===== src/rtl/pipeline_ctrl_if.sv =====
// -----------------------------------------------------------------------------
// buffer_load_mux package and pipeline_ctrl_if interface.
//
// buffer_load_mux::buffer_sel_t is the select code that each pipeline buffer's
// load mux understands: keep the old contents, or load from a named stage.
//
// pipeline_ctrl_if bundles every signal between the pipeline datapath and the
// hazard/stall controller:
//   datapath -> controller : imem_read, imem_resp, dmem_req, dmem_resp,
//                            load_use, br_mispredict
//   controller -> datapath : load_pc, load_ifid, load_idex, load_exmem,
//                            load_memwb, sel_ifid, sel_idex, sel_exmem,
//                            sel_memwb, bubble_ifid, bubble_idex,
//                            stall_cnt, flush_cnt, bubble_cnt
// modport master : the datapath side
// modport slave  : the controller side
// -----------------------------------------------------------------------------
package buffer_load_mux;
  typedef enum logic [2:0] {
    USE_OLD    = 3'd0,
    LOAD_IFID  = 3'd1,
    LOAD_IDEX  = 3'd2,
    LOAD_EXMEM = 3'd3,
    LOAD_MEMWB = 3'd4
  } buffer_sel_t;
endpackage

interface pipeline_ctrl_if;
  import buffer_load_mux::*;

  // Datapath status
  logic        imem_read;
  logic        imem_resp;
  logic        dmem_req;
  logic        dmem_resp;
  logic        load_use;
  logic        br_mispredict;

  // Register enables
  logic        load_pc;
  logic        load_ifid;
  logic        load_idex;
  logic        load_exmem;
  logic        load_memwb;

  // Buffer load-mux selects
  buffer_sel_t sel_ifid;
  buffer_sel_t sel_idex;
  buffer_sel_t sel_exmem;
  buffer_sel_t sel_memwb;

  // Zero-packet injection
  logic        bubble_ifid;
  logic        bubble_idex;

  // Performance counters
  logic [31:0] stall_cnt;
  logic [31:0] flush_cnt;
  logic [31:0] bubble_cnt;

  modport master (
    output imem_read, imem_resp, dmem_req, dmem_resp, load_use, br_mispredict,
    input  load_pc, load_ifid, load_idex, load_exmem, load_memwb,
    input  sel_ifid, sel_idex, sel_exmem, sel_memwb,
    input  bubble_ifid, bubble_idex,
    input  stall_cnt, flush_cnt, bubble_cnt
  );

  modport slave (
    input  imem_read, imem_resp, dmem_req, dmem_resp, load_use, br_mispredict,
    output load_pc, load_ifid, load_idex, load_exmem, load_memwb,
    output sel_ifid, sel_idex, sel_exmem, sel_memwb,
    output bubble_ifid, bubble_idex,
    output stall_cnt, flush_cnt, bubble_cnt
  );
endinterface


===== src/rtl/pipeline_ctrl.sv =====
// -----------------------------------------------------------------------------
// pipeline_ctrl -- stall / flush / bubble controller for a 5-stage pipeline.
//
// The whole pipeline advances only when every outstanding memory access has
// been answered. An icache or dcache response that arrives while the other
// side is still busy is remembered in a sticky flag (i_done / d_done) so that
// it is not lost; both flags clear on the cycle the pipeline finally advances.
// On an advance cycle a load-use hazard freezes PC and IF/ID and injects a
// bubble into ID/EX; a branch mispredict redirects the PC and squashes IF/ID
// and ID/EX, taking priority over load-use.
//
// Ports:
//   clk  : single clock, all state changes on its rising edge
//   rst  : asynchronous active-low reset (asserts at once, released on clk)
//   bus  : pipeline_ctrl_if.slave (status in, enables/selects/counters out)
//
// Configuration:
//   PIPELINE_CTRL_PERF_EN : when defined, stall/flush/bubble counters
//                           (saturating, 32 bit) are built; otherwise the
//                           counter outputs are tied to zero.
//
// The enables, selects and bubbles are combinational from the current state
// and inputs, so the datapath sees them in the same cycle the hazard appears.
// -----------------------------------------------------------------------------
module pipeline_ctrl
  import buffer_load_mux::*;
(
  input  logic            clk,
  input  logic            rst,
  pipeline_ctrl_if.slave  bus
);

  typedef enum logic [1:0] {
    INIT = 2'd0,  // one cycle after reset, pipeline held
    RUN  = 2'd1,  // advancing
    WAIT = 2'd2   // held, waiting on a memory response
  } state_t;

  state_t state;
  logic   i_done;
  logic   d_done;

  logic   i_ok;
  logic   d_ok;
  logic   advance;
  logic   redirect;
  logic   hold_front;

  // A side is satisfied if it has nothing outstanding, answers this cycle,
  // or already answered during an earlier held cycle.
  assign i_ok    = ~bus.imem_read | bus.imem_resp | i_done;
  assign d_ok    = ~bus.dmem_req  | bus.dmem_resp | d_done;
  assign advance = (state != INIT) & i_ok & d_ok;

  // Hazards only matter on cycles where the pipeline actually moves;
  // mispredict wins over load-use because the stalled instruction is
  // being squashed anyway.
  assign redirect   = advance & bus.br_mispredict;
  assign hold_front = advance & bus.load_use & ~bus.br_mispredict;

  // ---------------------------------------------------------------------------
  // State and sticky response flags
  // ---------------------------------------------------------------------------
  // NOTE: asynchronous active-low reset sits in the sensitivity list so the
  // controller drops to INIT the moment rst falls, without waiting for clk.
  always_ff @(posedge clk or negedge rst) begin
    if (!rst) begin
      state  <= INIT;
      i_done <= 1'b0;
      d_done <= 1'b0;
    end else begin
      // NOTE: non-blocking assignments so every register samples the
      // pre-edge values of advance/state, independent of statement order.
      unique case (state)
        INIT:    state <= RUN;
        RUN:     state <= advance ? RUN : WAIT;
        WAIT:    state <= advance ? RUN : WAIT;
        default: state <= INIT;
      endcase

      if (advance) begin
        i_done <= 1'b0;
        d_done <= 1'b0;
      end else begin
        if (bus.imem_resp) i_done <= 1'b1;
        if (bus.dmem_resp) d_done <= 1'b1;
      end
    end
  end

  // ---------------------------------------------------------------------------
  // Enables, mux selects and bubble controls
  // ---------------------------------------------------------------------------
  always_comb begin
    // NOTE: every output gets a default first so no path through the
    // if/else chain leaves one unassigned (which would infer a latch).
    bus.load_pc     = 1'b0;
    bus.load_ifid   = 1'b0;
    bus.load_idex   = 1'b0;
    bus.load_exmem  = 1'b0;
    bus.load_memwb  = 1'b0;
    bus.sel_ifid    = USE_OLD;
    bus.sel_idex    = USE_OLD;
    bus.sel_exmem   = USE_OLD;
    bus.sel_memwb   = USE_OLD;
    bus.bubble_ifid = 1'b0;
    bus.bubble_idex = 1'b0;

    if (advance) begin
      // Back end always moves on an advance cycle.
      bus.load_idex  = 1'b1;
      bus.load_exmem = 1'b1;
      bus.load_memwb = 1'b1;
      bus.sel_idex   = LOAD_IDEX;
      bus.sel_exmem  = LOAD_EXMEM;
      bus.sel_memwb  = LOAD_MEMWB;

      if (redirect) begin
        // PC takes the redirect target; the two younger packets are wrong-path.
        bus.load_pc     = 1'b1;
        bus.load_ifid   = 1'b1;
        bus.sel_ifid    = LOAD_IFID;
        bus.bubble_ifid = 1'b1;
        bus.bubble_idex = 1'b1;
      end else if (hold_front) begin
        // Keep the dependent instruction in ID; EX receives a bubble.
        bus.bubble_idex = 1'b1;
      end else begin
        bus.load_pc   = 1'b1;
        bus.load_ifid = 1'b1;
        bus.sel_ifid  = LOAD_IFID;
      end
    end
  end

  // ---------------------------------------------------------------------------
  // Performance counters
  // ---------------------------------------------------------------------------
`ifdef PIPELINE_CTRL_PERF_EN
  logic [31:0] stall_q;
  logic [31:0] flush_q;
  logic [31:0] bubble_q;
  logic        stall_evt;

  // INIT is a reset artefact, not a memory stall.
  assign stall_evt = (state != INIT) & ~advance;

  always_ff @(posedge clk or negedge rst) begin
    if (!rst) begin
      stall_q  <= '0;
      flush_q  <= '0;
      bubble_q <= '0;
    end else begin
      if (stall_evt  && stall_q  != 32'hFFFF_FFFF) stall_q  <= stall_q  + 32'd1;
      if (redirect   && flush_q  != 32'hFFFF_FFFF) flush_q  <= flush_q  + 32'd1;
      if (hold_front && bubble_q != 32'hFFFF_FFFF) bubble_q <= bubble_q + 32'd1;
    end
  end

  assign bus.stall_cnt  = stall_q;
  assign bus.flush_cnt  = flush_q;
  assign bus.bubble_cnt = bubble_q;
`else
  assign bus.stall_cnt  = '0;
  assign bus.flush_cnt  = '0;
  assign bus.bubble_cnt = '0;
`endif

endmodule


===== src/flat_wrapper.sv =====
// flat-port wrapper written by rule: the top's interface ports become plain ports
module pipeline_ctrl_flat import buffer_load_mux::*;
  (clk, rst, bus_imem_read, bus_imem_resp, bus_dmem_req, bus_dmem_resp, bus_load_use, bus_br_mispredict, bus_load_pc, bus_load_ifid, bus_load_idex, bus_load_exmem, bus_load_memwb, bus_sel_ifid, bus_sel_idex, bus_sel_exmem, bus_sel_memwb, bus_bubble_ifid, bus_bubble_idex, bus_stall_cnt, bus_flush_cnt, bus_bubble_cnt);
  pipeline_ctrl_if bus_i ();
  input  logic clk;
  input  logic rst;
  input wire logic [$bits(bus_i.imem_read)-1:0] bus_imem_read;
  input wire logic [$bits(bus_i.imem_resp)-1:0] bus_imem_resp;
  input wire logic [$bits(bus_i.dmem_req)-1:0] bus_dmem_req;
  input wire logic [$bits(bus_i.dmem_resp)-1:0] bus_dmem_resp;
  input wire logic [$bits(bus_i.load_use)-1:0] bus_load_use;
  input wire logic [$bits(bus_i.br_mispredict)-1:0] bus_br_mispredict;
  output wire logic [$bits(bus_i.load_pc)-1:0] bus_load_pc;
  output wire logic [$bits(bus_i.load_ifid)-1:0] bus_load_ifid;
  output wire logic [$bits(bus_i.load_idex)-1:0] bus_load_idex;
  output wire logic [$bits(bus_i.load_exmem)-1:0] bus_load_exmem;
  output wire logic [$bits(bus_i.load_memwb)-1:0] bus_load_memwb;
  output wire logic [$bits(bus_i.sel_ifid)-1:0] bus_sel_ifid;
  output wire logic [$bits(bus_i.sel_idex)-1:0] bus_sel_idex;
  output wire logic [$bits(bus_i.sel_exmem)-1:0] bus_sel_exmem;
  output wire logic [$bits(bus_i.sel_memwb)-1:0] bus_sel_memwb;
  output wire logic [$bits(bus_i.bubble_ifid)-1:0] bus_bubble_ifid;
  output wire logic [$bits(bus_i.bubble_idex)-1:0] bus_bubble_idex;
  output wire logic [$bits(bus_i.stall_cnt)-1:0] bus_stall_cnt;
  output wire logic [$bits(bus_i.flush_cnt)-1:0] bus_flush_cnt;
  output wire logic [$bits(bus_i.bubble_cnt)-1:0] bus_bubble_cnt;
  assign bus_i.imem_read = bus_imem_read;
  assign bus_i.imem_resp = bus_imem_resp;
  assign bus_i.dmem_req = bus_dmem_req;
  assign bus_i.dmem_resp = bus_dmem_resp;
  assign bus_i.load_use = bus_load_use;
  assign bus_i.br_mispredict = bus_br_mispredict;
  assign bus_load_pc = bus_i.load_pc;
  assign bus_load_ifid = bus_i.load_ifid;
  assign bus_load_idex = bus_i.load_idex;
  assign bus_load_exmem = bus_i.load_exmem;
  assign bus_load_memwb = bus_i.load_memwb;
  assign bus_sel_ifid = bus_i.sel_ifid;
  assign bus_sel_idex = bus_i.sel_idex;
  assign bus_sel_exmem = bus_i.sel_exmem;
  assign bus_sel_memwb = bus_i.sel_memwb;
  assign bus_bubble_ifid = bus_i.bubble_ifid;
  assign bus_bubble_idex = bus_i.bubble_idex;
  assign bus_stall_cnt = bus_i.stall_cnt;
  assign bus_flush_cnt = bus_i.flush_cnt;
  assign bus_bubble_cnt = bus_i.bubble_cnt;
  pipeline_ctrl u_core (.clk(clk), .rst(rst), .bus(bus_i));
endmodule

===== config.mk =====
export PLATFORM = sky130hd
export DESIGN_NAME = pipeline_ctrl_flat
export DESIGN_NICKNAME = d
export VERILOG_FILES = /design/src/rtl/pipeline_ctrl_if.sv /design/src/rtl/pipeline_ctrl.sv /design/src/flat_wrapper.sv
export SDC_FILE = /design/constraint.sdc
export NUM_CORES = 1
export LEC_CHECK = 0
export BUFFER_PORTS_ARGS = -buffer_cell sky130_fd_sc_hd__buf_2
export CORE_ASPECT_RATIO = 0.9
export CORE_MARGIN = 2
export CORE_UTILIZATION = 37
export CTS_CLUSTER_SIZE = 24
export DETAILED_ROUTE_END_ITERATION = 6
export PLACE_DENSITY = 0.82
export SYNTH_ARGS = -nofsm -noshare
export SYNTH_HDL_FRONTEND = slang
export SYNTH_SLANG_ARGS = --single-unit

===== constraint.sdc =====
create_clock -name clk -period 2.9 [get_ports clk]
set_input_delay 0.29 -clock clk [delete_from_list [all_inputs] [get_ports clk]]
set_output_delay 0.29 -clock clk [all_outputs]
set_load 0.005 [all_outputs]

==> out/summary.txt <==
Remaining Overflow, GRT = 0
Startpoint Class = register
Crit Path Class = reg -> out
H-tree depth = 1
Layout area overhead = -24.60%
Int Pwr = 0.2448 mW
fillers = 306
share of layout cells above drive strength 1 = 16.99%
global-route wire length before repair = 1.124 mm
power per cell area = 523.1 nW/um2
Sw Ratio = 44.02%
clock skew = 0.002760 ns
CTS tree = done
crit end category = output port
Final Net Count = 165
status = finished clean
Critical Path Source = u_core.state[0]$_DFF_PN0_
DR DRC count = 0
Final Routed Wirelength = 1.150 mm
Crit path arrival time = 1.53 ns
Distinct cells, synth = 15
share of power burned in registers = 23.3%
Seq cells post-synth = 4
# rows = 18
GR Util met3 = 4.186%
Clock Latency Late Sink = 0.22 ns
Max Cap Viol = 0
combinational fraction of design power = 62.0%
Tightest Hold Check Type = in -> reg
reg2reg end = u_core.state[0]$_DFF_PN0_
GPL Wtd Cong = 0.5857
cell type with the largest total area after synthesis = buf_4
root buf cell = clkbuf_4
Min-Delay Endpoint = u_core.d_done$_DFFE_PN0P_
Die ar. = 3450 um2
placed wire-length estimate = 1.079 mm
core area = 2793 um2
Die W = 61.70 um
max-slew violation count = 0
crit share post-route = 62.66%
final setup fails = 0
worst r2r src = u_core.state[0]$_DFF_PN0_
vias = 542
switching power = 0.1925 mW
M2 GR Usage = 8.571%
critical path required time = 2.61 ns
I/O Buffers = 19
total negative setup slack = 0 ns
LEAKAGE = 0.5554 nW
synthesized instance count = 139
crit path max fanout = 7
Clock Tree Buf Depth = 2
ANT cells = 0
r2r worst-path depth = 3
final hold vios = 0
top cells by area, synth = buf_4 75%, dfrtp_1 9.0%, ha_1 2.3%
min Tclk post-route = 1.817 ns
Fmax = 550.3 MHz
total clock sinks = 4
Num CTS Buffers = 3
DRT iter0 DRCs = 24
met1 Resource Use GR = 3.511%
number of global-route vias before repair = 272
GRT Total Usage = 4.836%
Post-CTS Setup Bufs = 0
worst hold stages = 3
minimum hold slack = 0.3622 ns
largest net degree at the start of global routing = 8
I/O pins = 123
clock network power share = 14.7%
Initial Util = 39.70%
synthesized area = 1109 um2
wire length per cell = 5.959 um
Mean Syn Cell Area = 7.975 um2
hold path start = bus_dmem_resp
Synth top area share = 75.17%
Pwr Total = 0.4372 mW
initial antenna violation count = 0
busiest grt layer = met2
clk slew on worst S/H paths = 0.04 ns
sequential-to-total area share from yosys stat = 9.029%
drt pass-1 iters = 2
Die Height = 55.93 um
Final ANT Viol Nets = 0
worst vdd ir = 0.2000 mV
vias per inst = 2.808
unrepaired setup endpoints after global routing = false
yosys warns = 0
R2R Setup Slk = 1.76 ns
[synthesized netlist by cell type]
master	instances
buf_4	111
dfrtp_1	4
inv_1	4
nor2_1	3
a21oi_1	2
ha_1	2
nand2b_1	2
nor3b_2	2
nor4_1	2
or3b_1	2
a2111oi_2	1
a31oi_1	1
conb_1	1
nor3_1	1
o41ai_2	1
[timing repair]
action                     in CTS  in global routing
hold endpoints to repair        4                  0
hold buffers                    1                  0
gates resized for setup         0                  0
setup endpoints to repair       0                  0
[cell usage in the layout, fill, tap and decap left out]
master	netlist	layout
inv_1	4	4
buf_2	0	19
a2111oi_2	1	1
nor3b_2	2	2
a31oi_1	1	1
ha_1	2	2
clkbuf_4	0	3
nor4_1	2	2
dfrtp_1	4	4
or3b_1	2	2
conb_1	1	103
a21oi_1	2	2
o41ai_2	1	1
dlygate4sd3_1	0	1
nor2_1	3	3
nor3_1	1	1
nand2b_1	2	2
[how the worst max path moves through the flow]
stage / endpoint / slack, ns
CTS: bus_sel_exmem[1] / 1.05
global placement: bus_sel_exmem[1] / 1.35
global route: bus_load_memwb / 0.87
detailed placement: bus_sel_exmem[1] / 1.30
finish: bus_sel_exmem[1] / 1.08
floorplan: bus_load_idex / 1.23
[worst max-delay path, cell delays in order, from the launching register on]
cell and delay [ns]:
dfrtp_1 0.34, inv_1 0.04, ha_1 0.28, nor3_1 0.44
buf_2 0.20
[per-stage QoR]
stage	instance area, um2	cells	setup slack [ns]	utilization (%)
floorplan	1491	241	1.233	-
global placement	803.3	189	1.352	28.76
detailed placement	803.3	189	1.299	28.76
CTS	835.8	193	1.053	29.93
global route	835.8	193	0.8663	29.93
finish	835.8	193	1.083	29.93
[state kept, by name (all words and copies together) (netlist names)]
name	flops
u_core.state	2
u_core.d_done	1
u_core.i_done	1
[layout make-up]
class	instances	area, um2	share of cell area, %
Tap cell	40	50.05	5.988
Clock buffer	3	22.52	2.695
Timing Repair Buffer	20	105.1	12.57
Inverter	4	15.01	1.796
Multi-Input combinational cell	122	543.0	64.97
Sequential cell	4	100.1	11.98
[cells by family (layout without fill, tap and decap cells)]
kind of cell,count (synthesis),in the layout,share of synthesized area [%]
buffers and inverters,115,27,76.52
other,1,103,0.3383
and+or+nand+nor,12,12,7.561
DFF,4,4,9.030
adders and majority gates,2,2,2.257
AOI/OAI and AO/OA,5,5,4.289
[layer usage]
metal | up-vias | routed length, um
met1 | 232 | 266
met3 | 0 | 233
li1 | 250 | -
met4 | 0 | 0
met5 | - | 0
met2 | 60 | 650
[power by group through the flow]
stage	Clock, mW	Combinational, mW	Sequential, mW
finish	0.0643	0.271	0.102
global route	0.0738	0.320	0.106
CTS	0.0677	0.274	0.102
detailed placement	0	0.272	0.103
global placement	0	0.265	0.0989
floorplan	0	0.350	0.0980
Note: power is estimated with default switching activity, not from simulation.
